$ cat src/rtl/alu_op_sequencer.sv
// Issue/capture stage around the 6-bit ALU: launches one operation, waits SETTLE_CYCLES, then holds the result.
// Optional result flags (out_zero/out_ones) are built only when ALU_SEQ_FLAGS_EN is defined.
module alu_op_sequencer #(
  parameter int SETTLE_CYCLES = 1
) (
  input  logic       clk,
  input  logic       rst,
  input  logic       in_valid,
  output logic       in_ready,
  input  logic [5:0] in_a,
  input  logic [5:0] in_b,
  input  logic [3:0] in_sel,
  output logic [5:0] alu_a,
  output logic [5:0] alu_b,
  output logic [3:0] alu_sel,
  input  logic [5:0] alu_x,
  output logic       out_valid,
  input  logic       out_ready,
  output logic [5:0] out_x,
  output logic [3:0] out_sel
`ifdef ALU_SEQ_FLAGS_EN
  ,
  output logic       out_zero,
  output logic       out_ones
`endif
);

  generate
    if (SETTLE_CYCLES < 1 || SETTLE_CYCLES > 15) begin : g_bad_settle
      $error("alu_op_sequencer: SETTLE_CYCLES must be in 1..15");
    end
  endgenerate

  localparam logic [1:0] IDLE   = 2'd0;
  localparam logic [1:0] SETTLE = 2'd1;
  localparam logic [1:0] HOLD   = 2'd2;

  // cnt counts the remaining settle cycles; loading N-1 makes the sample land on edge E0+N.
  localparam logic [3:0] CNT_INIT = 4'(SETTLE_CYCLES - 1);

  logic [1:0] state;
  logic [3:0] cnt;

  assign in_ready = (state == IDLE) & ~rst;

  always_ff @(posedge clk) begin
    if (rst) begin
      state     <= IDLE;
      cnt       <= 4'd0;
      alu_a     <= 6'd0;
      alu_b     <= 6'd0;
      alu_sel   <= 4'd0;
      out_valid <= 1'b0;
      out_x     <= 6'd0;
      out_sel   <= 4'd0;
`ifdef ALU_SEQ_FLAGS_EN
      out_zero  <= 1'b0;
      out_ones  <= 1'b0;
`endif
    end else begin
      case (state)
        IDLE: begin
          if (in_valid) begin
            alu_a   <= in_a;
            alu_b   <= in_b;
            alu_sel <= in_sel;
            cnt     <= CNT_INIT;
            state   <= SETTLE;
          end
        end
        SETTLE: begin
          if (cnt != 4'd0) begin
            cnt <= cnt - 4'd1;
          end else begin
            out_x     <= alu_x;
            out_sel   <= alu_sel;
`ifdef ALU_SEQ_FLAGS_EN
            out_zero  <= (alu_x == 6'h00);
            out_ones  <= (alu_x == 6'h3F);
`endif
            out_valid <= 1'b1;
            state     <= HOLD;
          end
        end
        HOLD: begin
          if (out_ready) begin
            out_valid <= 1'b0;
            state     <= IDLE;
          end
        end
        default: begin
          state <= IDLE;
        end
      endcase
    end
  end

endmodule

$ cat config.mk
export PLATFORM = sky130hd
export DESIGN_NAME = alu_op_sequencer
export DESIGN_NICKNAME = d
export VERILOG_FILES = /design/src/rtl/alu_op_sequencer.sv
export SDC_FILE = /design/constraint.sdc
export NUM_CORES = 1
export LEC_CHECK = 0
export CORE_MARGIN = 5
export CORE_UTILIZATION = 25
export CTS_BUF_LIST = sky130_fd_sc_hd__clkbuf_8
export DETAILED_ROUTE_END_ITERATION = 6
export GPL_ROUTABILITY_DRIVEN = 1
export PLACE_DENSITY_LB_ADDON = 0.08
export SYNTH_ARGS = -nofsm -noshare
export SYNTH_HDL_FRONTEND = slang
export SYNTH_SLANG_ARGS = --single-unit
export TNS_END_PERCENT = 100
$ cat constraint.sdc
create_clock -name clk -period 2 [get_ports clk]
set_input_delay 0.5 -clock clk [delete_from_list [all_inputs] [get_ports clk]]
set_output_delay 0.5 -clock clk [all_outputs]
set_load 0.05 [all_outputs]
==> flow_metrics.tcl <==
set metrics [dict create \
    vias_per_cell 4.377 \
    ant_nets 0 \
    synth.avg_cell_area_um2 8.286 \
    pwr-share-comb_pct 42.1 \
    criticalPathCategory "reg -> out" \
    portBuffers 53 \
    crit_buf_inv 1 \
    syn_inst 159 \
    slowest_stage "clkdlybuf4s50_1" \
    crit_family "buffers and inverters" \
    die_x_um 82.60 \
    clkPwrFrac_pct 20.7 \
    yosys_warnings 0 \
    worst_ep_required_time_ns 1.50 \
    gr-usage-all-layers_pct 11.66 \
    power_density_nw_per_um2 1109 \
    start_util_pct 25.80 \
    finalHoldViolCount 0 \
    dieHeight_um 82.60 \
    internal_power_mw 1.336 \
    drt_iter0_drc 32 \
    final_common_cell "clkdlybuf4s50_1" \
    hold_buffers 0 \
    r2r_slack_ns 0.36 \
    cp.arrival_ns 1.43 \
    first_pass_iters 4 \
    gr-total-overflow 0 \
    slew_headroom_pct 57.67 \
    vdd_drop_max_mv 0.4449 \
    p_sw_uw 888.7 \
    seq_power_share_pct 37.2 \
    post_cts_resized 0 \
    htree_levels 2 \
    insertion_delay_ns 0.28 \
    grt_max_degree 34 \
    setup_tns_ns 0 \
    wirelength_um 3696 \
    p_leak_nw 0.7567 \
    cts_setup_buffers 0 \
    post-route-period-util_pct 96.44 \
    rows 26 \
    num_vias 1243 \
    syn_to_final_growth_pct 52.33 \
    max_freq_mhz 518.4 \
    skew_ns 0.004216 \
    tightest_slew_ns 0.6264 \
    antenna_cells 0 \
    fin_nets 241 \
    rsz0062_at_grt "false" \
    r2r-start "cnt[0]" \
    post-place-ws_ns 0.1029 \
    routedWlPerCell_um 13.01 \
    clock_path_buffers 2 \
    drc 0 \
    status "finished, final reports clean" \
    place_congestion 0.6748 \
    clkSinkCount 33 \
    cpPeakStageDelay_ns 0.81 \
    syn_nets 187 \
    ios 54 \
    cts_buffers 5 \
    end_kind "output pin" \
    cts_tree "built" \
    core_um2 5107 \
    holdPathStages 2 \
    dp_hpwl_um 2632 \
    cts.clk_slew.worst_paths_ns 0.06 \
    fin_crit_ns 1.929 \
    drive_gt1_share_pct 14.02 \
    drv_cap 0 \
    synthesis.area_um2 1318 \
    ys_seq_area_share_pct 50.14 \
    reg2reg_depth 5 \
    min_to "alu_b[4]" \
    antenna_found_initial 0 \
    cts_root_buf "clkbuf_8" \
    setup-violations-final 0 \
    final_cell_mix "clkdlybuf4s50_1 (42), nand2_1 (35), dfxtp_1 (33), a21oi_1 (30), buf_4 (15)" \
    min-delay-start "alu_b[4]" \
    start_kind "register" \
    r2r_end "cnt[3]" \
    cp_cell_sequence "clkdlybuf4s50_1" \
    timing.final.ws_setup_ns 0.07111 \
    switching_share_pct 39.94 \
    crit_fanout 2 \
    n_fill_cell 528 \
    slew_viol_final 0 \
    grt_pass1_wl_um 5865 \
    synth.distinct_cells 26 \
    ys_ff_latch 33 \
    hold_class "reg -> reg" \
    grt_pass1_vias 1237 \
    dieArea_um2 6822 \
]
-- layout make-up --
cell class              count  area (um^2)  area share [%]
flip-flops and latches     33        660.6           32.92
multi-input cells         110        588.1           29.30
repair buffers             59        573.1           28.55
well taps                  70        87.58           4.364
clock buffers               5        68.82           3.429
inverters                   4        15.01          0.7481
clock inverters             3        13.76          0.6858
-- cells in the mapped netlist (all sizes together) --
cell	count	area (um^2)
nand2	35	131.4
dfxtp	33	660.6
a21oi	30	150.1
o21ai	12	60.06
nand3	11	55.05
clkbuf	8	30.03
buf	4	28.78
inv	4	15.01
or3b	3	26.28
a211oi	2	25.02
ha	2	25.02
nor3	2	10.01
nor3b	2	20.02
or3	2	12.51
or4	2	15.01
nand2b	1	6.260
nand3b	1	7.510
nor2b	1	6.260
nor4bb	1	10.01
o211ai	1	7.510
o21bai	1	7.510
o31ai	1	7.510
-- layer usage --
layer / routed length (um) / vias to the layer above / track usage (%)
li1: - / 653 / -
met1: 1616 / 561 / 13.74
met2: 1858 / 27 / 18.99
met3: 196 / 2 / 5.315
met4: 24 / 0 / 3.431
met5: 0 / - / 0
-- sequential cells by signal, summed over array words and instances (netlist names) --
name and flops:
alu_a 6, alu_b 6, out_x 6, alu_sel 4
cnt 4, out_sel 4, state 2, out_valid 1
-- stage by stage --
| stage | hold WS, ns | std cells | cell area (um^2) | total power [mW] | util [%] |
|---|---|---|---|---|---|
| 3_3_place_gp | 0.4419 | 276 | 1924 | 1.771 | 37.68 |
| 6_report | 0.4558 | 284 | 2007 | 2.225 | 39.29 |
| 3_5_place_dp | 0.4506 | 276 | 1924 | 1.787 | 37.68 |
| 4_1_cts | 0.4594 | 284 | 2007 | 2.266 | 39.29 |
| 5_1_grt | 0.4739 | 284 | 2007 | 2.388 | 39.29 |
| 2_1_floorplan | 0.4582 | 159 | 1323 | 1.450 | - |
-- tightest hold or removal path, cell delays in order, from the launching register on --
cell and delay, ns:
dfxtp_1 0.31, nand2_1 0.05, a21oi_1 0.05
-- how the worst max path moves through the flow --
stage | to | from | slack, ns | cells past startpoint
2_1_floorplan | in_ready | rst | 0.21 | 2
3_5_place_dp | cnt[3] | in_valid | 0.10 | 4
6_report | alu_a[1] | alu_a[1] | 0.07 | 1
5_1_grt | out_x[4] | out_x[4] | 0.02 | 1
4_1_cts | alu_a[1] | alu_a[1] | 0.05 | 1
3_3_place_gp | cnt[3] | in_valid | 0.13 | 4
-- cells by family after synthesis --
kind of cell	share of synthesized area, %
DFF	50.14
AOI/OAI and AO/OA	19.56
buffers and inverters	5.603
and+or+nand+nor	22.79
adders and majority gates	1.899
-- power by group through the flow --
stage          logic (mW)  registers [mW]  clock network, mW
2_1_floorplan       0.399            1.05                  0
3_3_place_gp        0.932           0.839                  0
3_5_place_dp        0.946           0.842                  0
4_1_cts             0.951           0.828              0.488
5_1_grt              1.02           0.841              0.529
6_report            0.936           0.828              0.462
(Power assumes the default switching activity.)
